==> config.mk <==
export PLATFORM = sky130hd
export DESIGN_NAME = trace_serialiser
export DESIGN_NICKNAME = d
export VERILOG_FILES = /design/src/rtl/trace_pkg.sv /design/src/rtl/trace_beat_shifter.sv /design/src/rtl/trace_serialiser.sv
export SDC_FILE = /design/constraint.sdc
export NUM_CORES = 1
export LEC_CHECK = 0
export BUFFER_PORTS_ARGS = -buffer_cell sky130_fd_sc_hd__buf_2
export CAP_MARGIN = 20
export CORE_MARGIN = 3
export CORE_UTILIZATION = 35
export CTS_BUF_LIST = sky130_fd_sc_hd__clkbuf_2
export CTS_CLUSTER_SIZE = 8
export DETAILED_ROUTE_END_ITERATION = 8
export REMOVE_ABC_BUFFERS = 1
export SYNTH_ARGS = -nofsm -noshare
export SYNTH_HDL_FRONTEND = slang
export SYNTH_SLANG_ARGS = --single-unit
==> constraint.sdc <==
create_clock -name clk -period 2.3 [get_ports clk]
set_clock_uncertainty 0.2 [all_clocks]
set_input_delay 0.115 -clock clk [delete_from_list [all_inputs] [get_ports clk]]
set_output_delay 0.115 -clock clk [all_outputs]
set_load 0.005 [all_outputs]
==> src/rtl/trace_pkg.sv <==
// trace_pkg: shared types, defaults and beat-count helper for the trace serialiser.
// Contents: trace_ser_state_t FSM encoding, TRACE_ELEMENT_WIDTH default, beats_for().
// Macro TRACE_SERIALISER_HEADER_EN adds one header beat per element to beats_for().
package trace_pkg;
  typedef enum logic [1:0] {IDLE, REQUEST, WAIT, SEND} trace_ser_state_t;
  localparam int TRACE_ELEMENT_WIDTH = 64;
  function automatic int beats_for(input int element_width, input int out_width);
`ifdef TRACE_SERIALISER_HEADER_EN
    return element_width / out_width + 1;
`else
    return element_width / out_width;
`endif
  endfunction
endpackage

==> src/rtl/trace_beat_shifter.sv <==
// trace_beat_shifter: capture register and beat index that slice one element into beats.
// Ports: clk, rst_n (async active-low), load (capture element, restart at beat 0),
//        advance (step to next beat), element, seq (header sequence number, only with
//        TRACE_SERIALISER_HEADER_EN), out_data (current beat), out_last (final beat).
// Macro TRACE_SERIALISER_HEADER_EN: beat 0 carries seq and the element starts at beat 1.
module trace_beat_shifter import trace_pkg::*; #(
  parameter int ELEMENT_WIDTH = TRACE_ELEMENT_WIDTH,
  parameter int OUT_WIDTH     = 16
) (
  input  logic                     clk,
  input  logic                     rst_n,
  input  logic                     load,
  input  logic                     advance,
  input  logic [ELEMENT_WIDTH-1:0] element,
`ifdef TRACE_SERIALISER_HEADER_EN
  input  logic [15:0]              seq,
`endif
  output logic [OUT_WIDTH-1:0]     out_data,
  output logic                     out_last
);
  localparam int BEATS = beats_for(ELEMENT_WIDTH, OUT_WIDTH);
  localparam int IW    = $clog2(BEATS + 1);
  logic [ELEMENT_WIDTH-1:0] cap_q, cap_d;
  logic [IW-1:0]            idx_q, idx_d;
  assign out_last = idx_q == IW'(BEATS - 1);
`ifdef TRACE_SERIALISER_HEADER_EN
  assign out_data = (idx_q == '0) ? OUT_WIDTH'(seq) : cap_q[OUT_WIDTH-1:0];
`else
  assign out_data = cap_q[OUT_WIDTH-1:0];
`endif
  // The low slice is always the current beat, so advancing shifts the element down.
  always_comb begin
    cap_d = cap_q;
    idx_d = idx_q;
    if (load) begin
      cap_d = element;
      idx_d = '0;
    end else if (advance) begin
      idx_d = out_last ? '0 : idx_q + IW'(1);
`ifdef TRACE_SERIALISER_HEADER_EN
      if (idx_q != '0) cap_d = cap_q >> OUT_WIDTH;
`else
      cap_d = cap_q >> OUT_WIDTH;
`endif
    end
  end
  always_ff @(posedge clk or negedge rst_n)
    if (!rst_n) begin
      cap_q <= '0;
      idx_q <= '0;
    end else begin
      cap_q <= cap_d;
      idx_q <= idx_d;
    end
endmodule

==> src/rtl/trace_serialiser.sv <==
// trace_serialiser: drains trace elements from the buffer and streams them as beats.
// Ports: clk, rst_n (async active-low), data_present/data_request (buffer pop interface,
//        element valid REQ_LATENCY cycles after the pop), trace_element_in,
//        out_valid/out_ready/out_data/out_last (beat stream, LSB beat first),
//        elements_sent (wrapping count of fully transmitted elements).
// Macro TRACE_SERIALISER_HEADER_EN: each element is preceded by a sequence-number beat.
module trace_serialiser import trace_pkg::*; #(
  parameter int ELEMENT_WIDTH = TRACE_ELEMENT_WIDTH,
  parameter int OUT_WIDTH     = 16,
  parameter int REQ_LATENCY   = 1
) (
  input  logic                     clk,
  input  logic                     rst_n,
  input  logic                     data_present,
  input  logic [ELEMENT_WIDTH-1:0] trace_element_in,
  output logic                     data_request,
  output logic                     out_valid,
  output logic [OUT_WIDTH-1:0]     out_data,
  output logic                     out_last,
  input  logic                     out_ready,
  output logic [31:0]              elements_sent
);
  trace_ser_state_t state_q, state_d;
  logic [2:0]  lat_q, lat_d;
  logic        req_q, req_d;
  logic [31:0] cnt_q, cnt_d;
  logic        load, advance, done, beat_last;
  logic [OUT_WIDTH-1:0] beat_data;
`ifdef TRACE_SERIALISER_HEADER_EN
  logic [15:0] seq_q, seq_d;
`endif
  always_comb begin
    state_d = state_q;
    lat_d   = lat_q;
    load    = 1'b0;
    advance = 1'b0;
    case (state_q)
      IDLE:    state_d = data_present ? REQUEST : IDLE;
      REQUEST: begin
        state_d = WAIT;
        lat_d   = 3'(REQ_LATENCY);
      end
      WAIT: begin
        lat_d   = lat_q - 3'd1;
        load    = lat_q == 3'd1;
        state_d = load ? SEND : WAIT;
      end
      SEND: begin
        advance = out_ready;
        if (out_ready && beat_last) state_d = data_present ? REQUEST : IDLE;
      end
      default: state_d = IDLE;
    endcase
    done  = advance & beat_last;
    cnt_d = cnt_q + 32'(done);
    // Registering the pop strobe from the next state keeps it glitch-free at the buffer.
    req_d = state_d == REQUEST;
`ifdef TRACE_SERIALISER_HEADER_EN
    seq_d = seq_q + 16'(done);
`endif
  end
  always_ff @(posedge clk or negedge rst_n)
    if (!rst_n) begin
      state_q <= IDLE;
      lat_q   <= '0;
      req_q   <= 1'b0;
      cnt_q   <= '0;
`ifdef TRACE_SERIALISER_HEADER_EN
      seq_q   <= '0;
`endif
    end else begin
      state_q <= state_d;
      lat_q   <= lat_d;
      req_q   <= req_d;
      cnt_q   <= cnt_d;
`ifdef TRACE_SERIALISER_HEADER_EN
      seq_q   <= seq_d;
`endif
    end
  trace_beat_shifter #(.ELEMENT_WIDTH(ELEMENT_WIDTH), .OUT_WIDTH(OUT_WIDTH)) u_shifter (
    .clk     (clk),
    .rst_n   (rst_n),
    .load    (load),
    .advance (advance),
    .element (trace_element_in),
`ifdef TRACE_SERIALISER_HEADER_EN
    .seq     (seq_q),
`endif
    .out_data(beat_data),
    .out_last(beat_last)
  );
  assign data_request  = req_q;
  assign out_valid     = state_q == SEND;
  assign out_data      = out_valid ? beat_data : '0;
  assign out_last      = out_valid & beat_last;
  assign elements_sent = cnt_q;
endmodule

## Word level (Yosys, flattened, before mapping)

Index checks and enable logic that the tools add are counted.

| storage, ports and cells | value |
|---|---|
| flip-flop bits (word level) | 105 |
| bits in latches | 0 |
| bits in writable memories | 0 |
| bits in read-only memories | 0 |
| output and inout bits | 51 |
| word-level logic and storage cells | 34 |
| memories | 0 |

| cells by class | value |
|---|---|
| add/subtract/negate cells | 3 |
| multiply operators | 0 |
| divide/modulo/power cells | 0 |
| $lt $le $gt $ge | 0 |
| eq/ne operators | 6 |
| shifts and indexed selects | 0 |
| mux-type cells | 13 |
| bitwise gates (word level) | 2 |
| reduce and logical (&&, ||, !) cells | 4 |

Operators with widths:

| operator | number |
|---|---|
| $mux 64 | 2 |
| $add 32x1->32 | 1 |
| $mux 16 | 1 |
| $mux 3 | 3 |
| $pmux 2 s4 | 1 |
| $pmux 3 s2 | 1 |
| $eq 2x1->1 const B | 2 |
| $eq 2x2->1 const B | 2 |
| $mux 1 | 4 |
| $reduce_bool 2->1 | 2 |
| $add 3x1->3 const B | 1 |
| $eq 3x1->1 const B | 1 |
| $eq 3x2->1 const B | 1 |
| $sub 3x1->3 const B | 1 |
| $and 1x1->1 | 2 |
| $logic_not 2->1 | 1 |
| $mux 2 | 1 |
| $logic_and 1x1->1 | 1 |

## Logic depth before layout (Yosys ltp)

| depth | value |
|---|---|
| depth in word-level cells | 5 |
| mapped depth | 9 |
| mapped depth without buffers | 8 |

## Cells and area by module

A second synthesis with hierarchy kept.

| second synthesis, totals | value |
|---|---|
| cells, all modules | 489 |
| area, all modules | 5242.5 µm² |

Modules (own cells, without submodules):

| module | times used | cells an instance | area an instance (µm²) | sequential area each (µm²) |
|---|---|---|---|---|
| trace_beat_shifter | 1 | 308 | 3261.9 | 1676.6 |
| trace_serialiser | 1 | 181 | 1980.6 | 950.9 |

## Worst setup path before layout

OpenSTA, ideal clock, no wires.

| path | value |
|---|---|
| path kind | reg2reg |
| start | register state_q[1] |
| end | register cnt_q[18] (netlist: elements_sent[18]) |
| setup time | 0.123 ns |
| data arrival time | 1.995 ns |
| required time | 1.977 ns |
| slack | -0.018 ns |
| stages on the path, launching flop included | 9 |
| buffers on the path | 0 |
| clock period less this slack | 2.318 ns |
| cells stage by stage | dfrtp_1 ha_1 and4b_1 ha_1 ha_1 nand3_1 nor4_4 nand4_1 xnor2_1 |

| between the ends | value |
|---|---|
| word-level cells in the longest chain between the ends | 4 |

Ends and longest elaborated chain:

| what | RTL line | text |
|---|---|---|
| start: declaration | trace_serialiser.sv:23 | `trace_ser_state_t state_q, state_d;` |
| start signal: assignment | trace_serialiser.sv:72 | `state_q <= state_d;` |
| $eq 2x2->1 | - |  |
| named net out_valid | trace_serialiser.sv:17 | `output logic out_valid,` |
| $mux 1 | trace_serialiser.sv:37 | `case (state_q)` |
| $and 1x1->1 | trace_serialiser.sv:54 | `done = advance & beat_last;` |
| $add 32x1->32 | trace_serialiser.sv:55 | `cnt_d = cnt_q + 32'(done);` |
| named net cnt_d[18] | trace_serialiser.sv:26 | `logic [31:0] cnt_q, cnt_d;` |
| end signal: assignment | trace_serialiser.sv:75 | `cnt_q <= cnt_d;` |
| end: declaration | trace_serialiser.sv:26 |  |

The timed path passes the listed nets, and every way through them passes these cells.
A chain may end at the register's enable or synchronous reset.

## Final worst setup path

| path | value |
|---|---|
| start | register u_shifter.idx_q[0] |
| end | register cnt_q[25] (netlist: elements_sent[25]) |

| between the ends | value |
|---|---|
| word-level cells in the longest chain between the ends | 3 |

Ends and longest elaborated chain:

| what | RTL line | text |
|---|---|---|
| start: declaration | trace_beat_shifter.sv:24 | `logic [IW-1:0] idx_q, idx_d;` |
| start signal: assignment | trace_beat_shifter.sv:53 | `idx_q <= idx_d;` |
| $eq 3x2->1 | trace_beat_shifter.sv:25 | `assign out_last = idx_q == IW'(BEATS - 1);` |
| $and 1x1->1 | trace_serialiser.sv:54 |  |
| $add 32x1->32 | trace_serialiser.sv:55 |  |
| named net cnt_d[25] | trace_serialiser.sv:26 |  |

The timed path passes the listed nets, and every way through them passes these cells.

==> key figures <==
Outcome
  – Outcome: complete, no violations

Power and ir drop
  – Pleak: 3.70 nW
  – Total power draw: 6.01 mW
  – Switching share of power: 0.369
  – Internal power: 3.79 mW
  – Flop pwr share: 0.464
  – Net Switching: 2.22 mW
  – Comb pwr share: 0.398
  – Clock group share of total power: 0.138
  – VDD IR max: 485 uV
  – Power Density: 847 nW/um2

Routing
  – # DRC: 0
  – Vias per cell: 4.77
  – ANT nets after route: 0
  – Detailed-route wire length per cell: 14.9 um
  – Initial drt markers: 254
  – Drt total wl: 13200 um
  – Vias: 4216
  – Drt pass-1 iters: 5

Timing
  – Final-report setup violation count: 0
  – Setup ws final: 73.1 ps
  – Worst hold slack: 75.4 ps
  – Final period utilization: 0.968
  – RSZ-0062 raised after global routing: yes
  – Setup TNS: 0 ps
  – FMAX: 449 MHz
  – Final Hold Viols: 0
  – Min Clock Period, post-route: 2230 ps
  – Slew margin rel.: 0.601
  – Count of pins over their slew limit: 0
  – Worst Tran Pin Value: 596 ps

CTS
  – CTS tree: built
  – CTS max path bufs: 2
  – Root buf cell: clkbuf_2
  – Clk slew on worst S/H paths: 270 ps
  – # H-tree levels: 3
  – Skew-Pair Late Insertion Delay: 590 ps
  – # clock sinks: 105
  – Cts bufs inserted: 9

Critical path
  – Worst r2r path cells: 9
  – Worst EP required: 2600 ps
  – WP data arrival: 2530 ps
  – CP max FO: 5
  – Critical Path Source Type: register
  – Critical path endpoint category: register
  – Delay-heaviest family, CP: simple AND/OR/NAND/NOR gates
  – CP Depth: 9
  – CP max stage cell: dfrtp_1
  – Buffers and inverters on the worst path: 2
  – Max incr delay on CP: 420 ps
  – Cell Chain, Critical Path: ha_2 > and4b_2 > buf_6 > ha_4 > nand3_2 > nor4_4 > buf_4 > nand4_1 > xnor2_1
  – Setup CP Type: register to register

Synthesis
  – Yosys reg bits: 105
  – Sequential area share after synthesis: 0.541
  – Syn Area/Cell: 10.5 um2
  – YS warnings: 0
  – Post-Syn Area: 4850 um2
  – Post-synthesis adder-cell area fraction: 0.0232
  – Distinct cell type count after synthesis: 30
  – Post-synthesis simple-gate area fraction: 0.193
  – Mux cell area share after synthesis: 0.0990
  – Compound-gate portion of the synthesized area: 0.0606
  – Post-synthesis xor/xnor area fraction: 0.0559
  – Mapped Cells: 464
  – Main combinational cell family by area after synthesis: simple AND/OR/NAND/NOR gates

Die
  – Core area: 13400 um2
  – Die width: 124 um
  – Die H: 124 um
  – Io pins: 119
  – Initial Util: 0.362
  – Die area: 15300 um2
  – Row count: 42

GRT
  – First-pass GRT wire length: 21400 um
  – Initial antenna violation count: 0
  – Largest net degree at the start of global routing: 106
  – Vias in the first global route: 4324
  – Total grt overflow: 0
  – Gr usage total: 0.180

Placement
  – DPL Wire Length: 7390 um
  – Buffers on Ports: 118
  – Post-Place Cell Area: 5730 um2
  – GP Congestion: 0.833
  – DP Cell Count: 749
  – Post-Place Worst Slack: -59.6 ps

Final layout
  – # diodes: 0
  – Share of cells above drive strength 1: 0.239
  – Area growth syn-to-layout: 46.2%
  – Final core occ: 0.530
  – # nets final: 782
  – Final Non-Filler Cells: 884
  – Finished Cell Area: 7100 um2
  – Fillers: 1202

Run
  – Max_cap viols: 0

Worst hold path
  – Hold depth: 4
  – Hold crit path type: input port to register
==> area by class of cell <==
cell class	count	area (um2)	share of cell area
Inverter	6	22.5	0.00317
Tap cell	176	220	0.0310
Clock inverter	4	46.3	0.00652
Sequential cell	105	2630	0.370
Multi-Input combinational cell	329	2170	0.306
Clock buffer	10	50.0	0.00705
Timing Repair Buffer	254	1960	0.276
==> cells in the final DEF (no fill, tap or decap), types with 4 or more instances in the layout <==
master	n
buf_2	117
xor2_1	9
dlygate4sd3_1	116
and2_1	17
inv_1	6
nor2_1	7
nand2_1	91
xnor2_1	22
ha_1	5
o21ai_1	34
and3_1	7
o21ai_0	19
buf_4	16
dfrtp_1	105
mux2i_1	48
nand4_1	11
clkbuf_2	10
buf_12	4
nand3_2	5
nand3_1	27
==> worst paths after layout <==
path,startpoint,end,slack [ps]
max reg2reg,u_shifter.idx_q[0]$_DFFE_PN0P_,elements_sent[25]$_DFF_PN0_,70
max in group asynchronous,rst_n,data_request$_DFF_PN0_,950
min in group asynchronous,rst_n,elements_sent[14]$_DFF_PN0_,490
min,trace_element_in[0],u_shifter.cap_q[0]$_DFFE_PN0P_,80
max,u_shifter.idx_q[0]$_DFFE_PN0P_,elements_sent[25]$_DFF_PN0_,70
min reg2reg,elements_sent[31]$_DFF_PN0_,elements_sent[31]$_DFF_PN0_,300
==> cells by family (layout without fill, tap and decap cells) <==
| family | count (synthesis) | after routing |
|---|---|---|
| AOI/OAI and AO/OA | 58 | 58 |
| xor gates and xnor gates | 31 | 31 |
| adders and majority gates | 9 | 9 |
| buffers and inverters | 30 | 274 |
| DFF | 105 | 105 |
| muxes | 48 | 48 |
| and+or+nand+nor | 183 | 183 |
==> layer usage <==
metal	vias up	global-route usage	wire, um
met3	22	0.0363	775
met4	0	0.0706	280
li1	2055	-	-
met2	142	0.295	6250
met1	1997	0.235	5850
met5	-	0	0
==> state kept, by name, indices dropped and copies added (netlist names) <==
name,cells
u_shifter.cap_q,64
lat_q,3
data_request,1
state_q,2
u_shifter.idx_q,3
elements_sent,32
==> timing repair <==
item                                    in CTS  in global routing
endpoints found under the setup margin       7                 18
gates resized for setup                      4                  9
setup buffers                                2                  3
hold buffers                               117                  0
endpoints found under the hold margin      176                  0
pin swaps                                    1                  7
==> tightest hold or removal path, stage by stage <==
cell and delay, ps:
dlygate4sd3_1 520, buf_2 120, nand2_1 40, o21ai_0 60
==> power by group through the flow <==
stage                     registers (mW)  logic (mW)  clock network, mW
after floorplan                     2.73        1.50                  0
after global placement              2.78        2.13                  0
after detailed placement            2.81        2.18                  0
after CTS                           2.77        2.35              0.877
after global routing                2.87        2.74              0.938
final                               2.79        2.39              0.830
==> Yosys cell counts (all sizes together) <==
cell type  count  area [um2]
a31oi          1        6.26
ha             9         113
nand3         33         180
and4b          1        10.0
and4           1        8.76
mux2i         48         480
a21oi          3        15.0
xor2           9        78.8
and3b          2        17.5
or2            1        6.26
nor3           3        20.0
nor2b          1        6.26
nor2           7        26.3
and2          17         106
o21ai         53         265
nor4           4        76.3
dfrtp        105        2630
nand2         92         345
nand3b         3        22.5
o21a           1        7.51
xnor2         22         193
inv            6        22.5
buf           13        65.1
nand4         11        68.8
clkbuf        11        41.3
and3           7        43.8
Note: power is estimated with default switching activity, not from simulation.
